File: config.mk
export PLATFORM = sky130hd
export DESIGN_NAME = toggle_scheduler
export DESIGN_NICKNAME = d
export VERILOG_FILES = /design/src/rtl/toggle_sched_pkg.sv /design/src/rtl/rr_arbiter.sv /design/src/rtl/toggle_scheduler.sv
export SDC_FILE = /design/constraint.sdc
export NUM_CORES = 1
export LEC_CHECK = 0
export CELL_PAD_IN_SITES_DETAIL_PLACEMENT = 0
export CELL_PAD_IN_SITES_GLOBAL_PLACEMENT = 1
export CORE_ASPECT_RATIO = 1.1
export CORE_MARGIN = 2
export CORE_UTILIZATION = 30
export CTS_CLUSTER_DIAMETER = 40
export DETAILED_ROUTE_END_ITERATION = 7
export PLACE_DENSITY_LB_ADDON = 0.08
export SLEW_MARGIN = 5
export SYNTH_ARGS = -nofsm -noshare
export SYNTH_HDL_FRONTEND = slang
export SYNTH_SLANG_ARGS = --single-unit
File: constraint.sdc
create_clock -name clk -period 5.3 [get_ports clk]
set_input_delay 0.53 -clock clk [delete_from_list [all_inputs] [get_ports clk]]
set_output_delay 0.53 -clock clk [all_outputs]
set_load 0.02 [all_outputs]
File: src/rtl/toggle_sched_pkg.sv
// ============================================================================
// Module   : toggle_sched_pkg
// Purpose  : Shared state encoding, burst-count width and burst-length helper.
// Revision : 1.0
// ============================================================================
`default_nettype none

package toggle_sched_pkg;

  localparam int CNT_W = 4;

  typedef enum logic [0:0] {
    IDLE = 1'b0,
    BUSY = 1'b1
  } state_e;

  // A programmed length of zero still runs a single toggle.
  function automatic logic [CNT_W-1:0] burst_len(input logic [CNT_W-1:0] c);
    return (c == '0) ? CNT_W'(1) : c;
  endfunction

endpackage

`default_nettype wire

File: src/rtl/rr_arbiter.sv
// ============================================================================
// Module   : rr_arbiter
// Purpose  : Combinational round-robin pick, searching from ptr+1 with wrap.
// Revision : 1.0
// ============================================================================
`default_nettype none

module rr_arbiter #(
  parameter  int NREQ = 4,
  localparam int PW   = (NREQ > 1) ? $clog2(NREQ) : 1
) (
  input  logic [NREQ-1:0] req,
  input  logic [PW-1:0]   ptr,
  output logic [NREQ-1:0] winner
);

  logic          found;
  logic [PW-1:0] idx;

  always_comb begin
    winner = '0;
    found  = 1'b0;
    idx    = '0;
    for (int k = 1; k <= NREQ; k++) begin
      idx = PW'((int'(ptr) + k) % NREQ);
      if (!found && req[idx]) begin
        winner[idx] = 1'b1;
        found       = 1'b1;
      end
    end
  end

endmodule

`default_nettype wire

File: src/rtl/toggle_scheduler.sv
// ============================================================================
// Module   : toggle_scheduler
// Purpose  : Round-robin scheduler driving bursts of toggles on a shared T bank.
//            Define TOGGLE_COUNT_EN to add the 16-bit applied-toggle counter evt.
// Revision : 1.0
// ============================================================================
`default_nettype none

module toggle_scheduler
  import toggle_sched_pkg::*;
#(
  parameter int NREQ  = 4,
  parameter int WIDTH = 8
) (
  input  logic                  clk,
  input  logic                  rst,
  input  logic [NREQ-1:0]       req,
  input  logic [NREQ*WIDTH-1:0] mask,
  input  logic [NREQ*CNT_W-1:0] cnt,
  input  logic                  hold,
  input  logic                  clr,
  output logic [NREQ-1:0]       gnt,
  output logic                  busy,
  output logic                  done,
  output logic [WIDTH-1:0]      q,
  output logic [WIDTH-1:0]      qbar
`ifdef TOGGLE_COUNT_EN
  ,
  output logic [15:0]           evt
`endif
);

  localparam int PW = (NREQ > 1) ? $clog2(NREQ) : 1;

  state_e             state_q, state_d;
  logic [CNT_W-1:0]   rem_q, rem_d;
  logic [PW-1:0]      ptr_q, ptr_d;
  logic [NREQ-1:0]    gnt_q, gnt_d;
  logic               done_q, done_d;
  logic [WIDTH-1:0]   q_q, q_d;
  logic [WIDTH-1:0]   mask_q, mask_d;

  logic [NREQ-1:0]    w_win;
  logic [PW-1:0]      w_win_idx;
  logic [WIDTH-1:0]   w_win_mask;
  logic [CNT_W-1:0]   w_win_cnt;

  rr_arbiter #(
    .NREQ   (NREQ)
  ) u_arb (
    .req    (req),
    .ptr    (ptr_q),
    .winner (w_win)
  );

  always_comb begin
    w_win_idx  = '0;
    w_win_mask = '0;
    w_win_cnt  = '0;
    for (int i = 0; i < NREQ; i++) begin
      if (w_win[i]) begin
        w_win_idx  = PW'(i);
        w_win_mask = mask[i*WIDTH +: WIDTH];
        w_win_cnt  = cnt[i*CNT_W +: CNT_W];
      end
    end
  end

  always_comb begin
    state_d = state_q;
    rem_d   = rem_q;
    ptr_d   = ptr_q;
    mask_d  = mask_q;
    q_d     = q_q;
    gnt_d   = '0;
    done_d  = 1'b0;
    case (state_q)
      IDLE: begin
        if (|req) begin
          state_d = BUSY;
          gnt_d   = w_win;
          mask_d  = w_win_mask;
          rem_d   = burst_len(w_win_cnt);
          ptr_d   = w_win_idx;
        end
      end
      BUSY: begin
        if (!hold) begin
          q_d   = q_q ^ mask_q;
          rem_d = rem_q - CNT_W'(1);
          if (rem_q == CNT_W'(1)) begin
            state_d = IDLE;
            done_d  = 1'b1;
          end
        end
      end
      default: state_d = IDLE;
    endcase
    // Clear wins over a toggle on the same edge.
    if (clr) q_d = '0;
  end

  always_ff @(posedge clk) begin
    if (rst) begin
      state_q <= IDLE;
      rem_q   <= '0;
      ptr_q   <= PW'(NREQ - 1);
      mask_q  <= '0;
      gnt_q   <= '0;
      done_q  <= 1'b0;
      q_q     <= '0;
    end else begin
      state_q <= state_d;
      rem_q   <= rem_d;
      ptr_q   <= ptr_d;
      mask_q  <= mask_d;
      gnt_q   <= gnt_d;
      done_q  <= done_d;
      q_q     <= q_d;
    end
  end

`ifdef TOGGLE_COUNT_EN
  logic [15:0] evt_q;

  always_ff @(posedge clk) begin
    if (rst) begin
      evt_q <= '0;
    end else if ((state_q == BUSY) && !hold) begin
      evt_q <= evt_q + 16'd1;
    end
  end

  assign evt = evt_q;
`endif

  assign gnt  = gnt_q;
  assign busy = (state_q == BUSY);
  assign done = done_q;
  assign q    = q_q;
  assign qbar = ~q_q;

endmodule

`default_nettype wire
==> results of run 1 <==
-- cells in the final DEF, fill, tap and decap left out, drive strengths merged, types with 2 or more instances in the layout --
master / n
ha: 10
nand2: 18
nor3: 8
a221oi: 6
a21o: 2
nor2: 21
nor2b: 2
clkdlybuf4s50: 77
xnor2: 9
a21boi: 2
o21ai: 20
mux4: 3
inv: 14
a221o: 9
a21oi: 21
clkbuf: 4
a211oi: 6
o211ai: 3
o211a: 2
mux2: 2
and2: 2
dfxtp: 28
-- sequential cells by signal, summed over array words and instances (netlist names) --
signal  cells
busy        1
mask_q      8
done        1
ptr_q       2
gnt         4
q           8
rem_q       4
-- worst paths after layout --
| check | endpoint | slack [ns] | cells after the start |
|---|---|---|---|
| max reg2reg | mask_q[6] | 1.48 | 9 |
| min reg2reg | rem_q[1] | 0.50 | 2 |
| min | rem_q[1] | 0.50 | 2 |
| max | mask_q[6] | 1.48 | 9 |
-- metal layers --
| metal | share of wire, % | GRT usage (%) | vias up |
|---|---|---|---|
| met4 | 0.66 | 3.918 | 0 |
| met1 | 48 | 22.24 | 873 |
| li1 | - | - | 949 |
| met2 | 47 | 28.35 | 56 |
| met3 | 4.9 | 1.979 | 2 |
| met5 | 0 | 0 | - |
-- stage by stage --
stage	cell area, um2	hold WS [ns]	worst slack (ns)	util, %	cells
2_1_floorplan	1862	0.4494	2.283	-	220
5_1_grt	2736	0.5326	1.085	45.00	371
4_1_cts	2736	0.4996	1.402	45.00	371
3_3_place_gp	2681	0.4750	1.603	44.09	367
3_5_place_dp	2681	0.4841	1.481	44.09	367
6_report	2736	0.4966	1.483	45.00	371
-- cells by family after synthesis --
family	Yosys count	share of synthesized area (%)
flip-flops	28	30.11
adder cells (fa/ha/maj)	10	6.720
XOR/XNOR	9	4.234
AO/OA/AOI/OAI	78	29.77
multiplexers	6	5.578
buffers and inverters	25	5.981
AND/OR/NAND/NOR	64	17.61
-- worst register-to-register path, cell delays in order, from the launching register on --
cell	delay, ns
dfxtp_1	0.64
inv_1	0.21
ha_1	0.41
mux4_1	0.56
nor3b_2	0.20
o2bb2ai_1	0.15
a21oi_1	0.73
and3_1	0.48
a21oi_1	0.12
a211oi_1	0.24
-- power groups by stage --
stage | registers, W | clock network (W) | logic, W
after detailed placement | 0.000309 | 0 | 0.000671
final | 0.000304 | 0.000136 | 0.000675
after global routing | 0.000313 | 0.000148 | 0.000750
after floorplan | 0.000304 | 0 | 0.000504
after CTS | 0.000305 | 0.000139 | 0.000675
after global placement | 0.000309 | 0 | 0.000678
-- area by class of cell --
cell class	instances	area [um2]	area share, %
multi-input cells	167	1190	43.48
flip-flops and latches	28	560.5	20.48
clock buffers	4	55.05	2.012
well taps	80	100.1	3.658
inverters	14	52.55	1.920
repair buffers	78	778.2	28.44
==> run summary, run 1 <==
Result of the run -> finished, final reports clean
Relative slew margins -> 37.17%
CP max-delay cell -> a21oi_1
Sequential power share -> 27.3%
Pleak -> 1.020 nW
Die Area -> 0.006853 mm2
IO Pins -> 78
Synth warnings -> 0
Post-synth design cell area -> 0.001862 mm2
CP startpoint kind -> flip-flop
DP HPWL -> 4.386 mm
Final Total Pwr -> 0.001114 W
Synth area leader -> dfxtp_1
DRC -> 0
First-pass iteration count of the detailed router -> 4
Unrepaired setup endpoints after global routing -> no
Yosys cell types -> 54
Port Buffers -> 77
Setup violations, final -> 0
Vias in the first global route -> 1722
Die Y -> 86.62 um
Syn nets -> 286
Slew Viols, Final -> 0
Synth top area cells -> dfxtp_1, ha_1, a21oi_1, o21ai_0, a221o_1
Sw Ratio -> 43.44%
Max-Cap Viols -> 0
Worst-Skew Late Latency -> 0.27 ns
Routability congestion estimate -> 0.7700
Cell family with most CP delay -> compound AO/OA/AOI/OAI gates
R2r startpoint -> ptr_q[0]
# rows -> 30
Sum of negative setup slack -> 0 ns
Fmax -> 262.0 MHz
Share of post-route cells with drive strength above 1 -> 6.873%
EDFF count, synth -> 0
ANT nets after route -> 0
Hold Crit Class -> reg2reg
CTS Buffer Depth -> 2
Final Cycle Share -> 72.02%
Comb pwr share -> 60.6%
Starting Density -> 30.62%
Global-route wire length before repair -> 8.921 mm
DR iter-0 viols -> 60
P_sw -> 0.0004840 W
Synth top area share -> 30.11%
Vias -> 1880
Setup Buffers After CTS -> 0
CTS Buf Count -> 3
Clk pwr share -> 12.2%
GRT overflow -> 0
Nets -> 358
Sink Count -> 28
Avg Vias per Cell -> 5.067
Clk_skew -> 0.005737 ns
Area added between synthesis and finish -> 46.98%
Arr. time, crit path -> 4.00 ns
Crit path largest cell delay -> 0.73 ns
Total core area -> 0.006081 mm2
Final Hold Viols -> 0
Critical Path Source -> ptr_q[0]
Most instantiated cells after synthesis -> dfxtp_1, a21oi_1, nor2_1
Fill cells -> 637
Syn Inst Count -> 220
CTS tree -> done
Synth Register Bits -> 28
Sequential area share after synthesis -> 30.11%
Pwr/cell area -> 407.2 mW/mm2
Crit path cell chain -> inv_1 > ha_1 > mux4_1 > nor3b_2 > o2bb2ai_1 > a21oi_1 > and3_1 > a21oi_1 > a211oi_1
Routed WL per cell -> 15.56 um
Most used cell, CP -> a21oi_1
Post-synth ARST share -> 0%
Cts repair resizes -> 0
VDD IR max -> 0.0002731 V
Die width -> 79.11 um
CTS root buffer -> clkbuf_8
Largest net degree at the start of global routing -> 17
Top_reg_cell synth -> dfxtp_1
Period minus WS final -> 3.817 ns
Crit. End Element -> flip-flop
Clk slew on worst S/H paths -> 0.10 ns
Worst Path Required -> 5.48 ns
Final WL -> 5.774 mm
Syn_area_per_cell -> 8.463 um2
Internal Power -> 0.0006303 W
CP Class -> reg2reg
Critical path buffers and inverters -> 1
Least-Margin Pin Slew -> 0.9424 ns
Cts hold-fix bufs -> 0
Tot GR Track Use -> 16.56%
Max FO, Critical Path -> 14
Initial antenna violation count -> 0
Max H-tree Level -> 1
Count leader, synth -> dfxtp_1
Worst Hold Launch -> rem_q[1]
Antenna diodes -> 0
No activity file was read; power rests on OpenSTA's default activity.
==> run 2, diff against run 1 <==
Settings changed: CORE_UTILIZATION 30 to 28.
Clock period 5.3 ns to 3.25 ns, I/O delays scaled along.
==> run 2 against run 1 <==
Flip-flop and latch count unchanged; wire length up 0.54%; count of clock-buffer cells in the layout is 1 lower; die area grew 6.8%; register-to-register slack worse by 1.2 ns; critical endpoint is now rem_q[0]; largest cell class unchanged.
==> run summary, run 2 (synthesis gave the netlist of run 1 again) <==
Sum of negative setup slack -> 0 ns
Slew Viols, Final -> 0
Vias -> 1949
FF-to-FF path depth -> 10
Crit. End Element -> flip-flop
Pwr/cell area -> 662.3 mW/mm2
Worst Path Required -> 3.42 ns
Largest net degree at the start of global routing -> 17
VDD IR max -> 0.0002335 V
Die Y -> 89.53 um
Clk slew on worst S/H paths -> 0.10 ns
Pleak -> 1.051 nW
Hold endpoint -> rem_q[1]
CTS Buf Count -> 3
Reg2reg end -> rem_q[0]
Period minus WS final -> 2.996 ns
Sink Count -> 28
Fmax -> 333.8 MHz
Port Buffers -> 77
Arr. time, crit path -> 3.16 ns
GRT overflow -> 0
Final Hold Viols -> 0
Max-Cap Viols -> 0
Antenna diodes -> 0
Post-layout util -> 42.76%
Die Area -> 0.007319 mm2
DR iter-0 viols -> 52
Area added between synthesis and finish -> 49.66%
Tot GR Track Use -> 16.14%
R2R Setup Slk -> 0.25 ns
Routability congestion estimate -> 0.8000
First-pass iteration count of the detailed router -> 4
R2r startpoint -> ptr_q[0]
Most used cells in the layout excluding fill and tap cells -> clkdlybuf4s50_1, dfxtp_1, a21oi_1
CTS root buffer -> clkbuf_8
Initial antenna violation count -> 0
Final Cycle Share -> 92.17%
Clk_skew -> 0.006353 ns
Worst-Skew Late Latency -> 0.27 ns
Hold Crit Class -> reg2reg
Starting Density -> 28.57%
CTS Buffer Depth -> 2
IO Pins -> 78
Final WL -> 5.805 mm
CP startpoint kind -> flip-flop
Fill cells -> 683
Hold depth -> 2
DP HPWL -> 4.596 mm
Share of post-route cells with drive strength above 1 -> 9.396%
Die width -> 81.75 um
Worst Hold Launch -> rem_q[1]
Global-route wire length before repair -> 9.177 mm
Final worst setup slack -> 0.2544 ns
Unrepaired setup endpoints after global routing -> no
Max H-tree Level -> 1
DRC -> 0
Commonest non-fill, non-tap cell in the layout -> clkdlybuf4s50_1
Least-Margin Pin Slew -> 0.6407 ns
Setup violations, final -> 0
DP Worst Slack -> 0.1447 ns
Multi-input gate area -> 0.001191 mm2
ANT nets after route -> 0
Storage cell area -> 560.5 um2
CTS tree -> done
Result of the run -> finished, final reports clean
Total core area -> 0.006516 mm2
Vias in the first global route -> 1829
# rows -> 31
CP Class -> reg2reg
Max FO, Critical Path -> 5
Avg Vias per Cell -> 5.129
Routed WL per cell -> 15.28 um
Nets -> 366
Relative slew margins -> 57.15%
==> run 2: changes by cell type in the layout (fill, tap and decap cells not counted), sizes merged <==
cell | before | now
buf | 1 | 9
clkbuf | 4 | 3
==> run 2: through the flow <==
stage | power, W | area [um2] | hold slack [ns] | cells
after global routing | 0.001999 | 2786 | 0.5244 | 380
after CTS | 0.001863 | 2785 | 0.4978 | 380
after floorplan | 0.001317 | 1862 | 0.4043 | 220
final | 0.001845 | 2786 | 0.4967 | 380
after global placement | 0.001672 | 2744 | 0.4751 | 377
after detailed placement | 0.001668 | 2744 | 0.4852 | 377
==> run 2: how the worst max path moves through the flow <==
stage,from,to,slack (ns)
3_3_place_gp,req[1],rem_q[0],0.14
2_1_floorplan,ptr_q[0],rem_q[0],0.23
4_1_cts,ptr_q[0],mask_q[2],0.23
5_1_grt,ptr_q[0],rem_q[0],0.01
3_5_place_dp,req[2],mask_q[5],0.14
6_report,ptr_q[0],rem_q[0],0.25
==> run 2: worst max-delay path, cell delays in order (launching register included) <==
cell	delay, ns
dfxtp_1	0.34
inv_1	0.10
ha_1	0.33
mux4_1	0.56
nor3b_2	0.21
a221oi_2	0.32
nand2_1	0.16
a221oi_2	0.29
nor4_1	0.09
a311o_1	0.28
o221a_1	0.21
==> run 2: layer usage <==
layer  track usage, %  routed length [um]  vias up
met5                0                   0        -
met4            3.182                  51        0
met3            2.020                 259        4
met2            28.75                2952       50
met1            20.86                2541      926
li1                 -                   -      969
==> run 2: area by class of cell <==
cell class,instances,area share (%)
timing repair buffer,86,30.09
sequential,28,20.12
multi-input combinational,167,42.75
tap,82,3.682
clock buffer,3,1.482
inverter,14,1.886
==> run 2: repair_timing <==
action                     in CTS  in global routing
hold buffers                    0                  0
setup endpoints to repair       0                  2
resized for setup               0                  1
setup buffers                   0                  0
==> run 2: power by group <==
group,internal [W],total (W),switching (W)
combinational,0.000545,0.00119,0.000640
sequential,0.000423,0.000473,0.0000491
clock,0.0000831,0.000187,0.000104
==> run 3, diff against run 2 <==
Settings changed: GPL_TIMING_DRIVEN set to 0.
==> run 3 against run 2 <==
Hold slack worse by 0.010 ns; largest power group unchanged; count of clock-buffer cells in the layout is the same; sequential power rose by 4%; clock power hardly changed; utilization rose by 1.9 points; critical path depth up 1; highest routed layer unchanged.
==> run summary, run 3 (synthesis gave the netlist of run 1 again) <==
R2R Setup Slk -> 0.11 ns
ANT nets after route -> 0
Vias in the first global route -> 1921
DRC -> 0
Hold depth -> 2
Pwr/cell area -> 687.8 mW/mm2
Slew Viols, Final -> 0
Arr. time, crit path -> 3.31 ns
Cts hold-fix bufs -> 0
Initial antenna violation count -> 0
Sw Ratio -> 43.42%
WL met1 -> 2.684 mm
Met3 WL -> 171 um
Nets -> 376
DP HPWL -> 4.688 mm
Most used cells in the layout excluding fill and tap cells -> clkdlybuf4s50_1, dfxtp_1, nor2_1, a21oi_1, nand2_1
Max FO, Critical Path -> 10
Vias -> 1949
Final Hold Viols -> 0
Die Y -> 89.53 um
CP startpoint kind -> flip-flop
Total core area -> 0.006516 mm2
Worst Hold Launch -> rem_q[1]
Largest net degree at the start of global routing -> 15
Storage cell area -> 568.0 um2
Antenna diodes -> 0
CTS Buf Count -> 3
FF-to-FF path depth -> 11
Final Total Pwr -> 0.002003 W
Sink Count -> 28
Avg Vias per Cell -> 4.997
Fill cells -> 681
Result of the run -> finished, final reports clean
Global-route wire length before repair -> 9.542 mm
Max-Cap Viols -> 0
Starting Density -> 28.57%
Final Cycle Share -> 96.56%
Hold endpoint -> rem_q[1]
CTS tree -> done
CP max-delay cell -> mux4_1
CTS Buffer Depth -> 2
Hold Crit Class -> reg2reg
Die width -> 81.75 um
P_sw -> 0.0008698 W
Clk_skew -> 0.002382 ns
Area added between synthesis and finish -> 56.45%
Relative slew margins -> 54.99%
Comb pwr share -> 66.0%
VDD IR max -> 0.0003302 V
Commonest non-fill, non-tap cell in the layout -> clkdlybuf4s50_1
R2r startpoint -> ptr_q[0]
# rows -> 31
Least-Margin Pin Slew -> 0.6752 ns
DR iter-0 viols -> 69
Top Layer Used -> met4
Unrepaired setup endpoints after global routing -> yes
Clk pwr share -> 9.4%
Clk slew on worst S/H paths -> 0.09 ns
Crit path largest cell delay -> 0.54 ns
Tot GR Track Use -> 17.09%
CTS root buffer -> clkbuf_8
Multi-input gate area -> 0.001241 mm2
Die Area -> 0.007319 mm2
First-pass iteration count of the detailed router -> 4
Crit. End Element -> flip-flop
Internal Power -> 0.001134 W
Sequential power share -> 24.5%
IO Pins -> 78
Reg2reg end -> rem_q[0]
Fmax -> 318.7 MHz
Met2 routed WL -> 3.208 mm
Worst-Skew Late Latency -> 0.27 ns
GRT overflow -> 0
Worst Path Required -> 3.42 ns
Routed WL per cell -> 15.86 um
Sum of negative setup slack -> 0 ns
Setup violations, final -> 0
Period minus WS final -> 3.138 ns
CP Class -> reg2reg
Final WL -> 6.184 mm
Port Buffers -> 77
Crit path cell chain -> buf_8 > clkinvlp_4 > ha_4 > mux4_1 > nor3b_4 > a221oi_4 > nand2_1 > a221oi_2 > nor4_1 > a311o_1 > o221a_1
Pleak -> 1.077 nW
Max H-tree Level -> 1
Routability congestion estimate -> 0.7799
Share of post-route cells with drive strength above 1 -> 12.66%
[run 3: worst max path at each step]
| stage | from | end | slack [ns] | cells after the start |
|---|---|---|---|---|
| finish | ptr_q[0] | rem_q[0] | 0.11 | 11 |
| detailed placement | ptr_q[1] | rem_q[0] | -0.28 | 11 |
| floorplan | ptr_q[0] | rem_q[0] | 0.23 | 11 |
| global placement | ptr_q[1] | rem_q[0] | -0.31 | 11 |
| CTS | ptr_q[0] | rem_q[0] | 0.01 | 11 |
| global route | ptr_q[0] | rem_q[0] | -0.03 | 11 |
[run 3: power groups by stage]
stage	clock, W	sequential (W)	combinational (W)
final	0.000189	0.000491	0.00132
after global routing	0.000212	0.000504	0.00145
after CTS	0.000198	0.000487	0.00120
after detailed placement	0	0.000492	0.00119
after global placement	0	0.000492	0.00118
after floorplan	0	0.000496	0.000821
[run 3: area by class of cell]
class,instances,area share [%]
sequential,28,19.50
inverter,14,2.062
multi-input combinational,167,42.61
clock buffer,3,1.418
tap,82,3.522
timing repair buffer,85,28.52
buffer,11,2.363
[run 3: per-stage QoR]
step	std cells	worst slack, ns	hold WS [ns]	cell area (um2)	util, %
after floorplan	220	0.2333	0.4043	1862	-
after global placement	379	-0.3100	0.4736	2735	41.97
after detailed placement	379	-0.2801	0.4752	2735	41.97
after CTS	382	0.01252	0.4889	2793	42.86
after global routing	390	-0.02794	0.5283	2913	44.70
final	390	0.1119	0.4866	2913	44.70
[run 3: metal layers]
layer	vias to the layer above	track usage, %
li1	981	-
met5	-	0
met4	0	6.061
met3	10	1.919
met2	46	30.60
met1	912	21.00
[run 3: worst max-delay path: cells and delay by family (launching register included)]
family / cells / cell delay [ns]
compound gates: 4 / 1.07
mux: 1 / 0.54
simple gates: 3 / 0.45
flops: 1 / 0.39
fa+ha+maj: 1 / 0.31
buf+inv: 2 / 0.27
[run 3: repair_timing]
action | 4_1_cts | 5_1_grt
pin swaps | 2 | 4
gates cloned | 0 | 0
setup buffers | 0 | 8
setup endpoints to repair | 12 | 11
gates resized for setup | 5 | 13
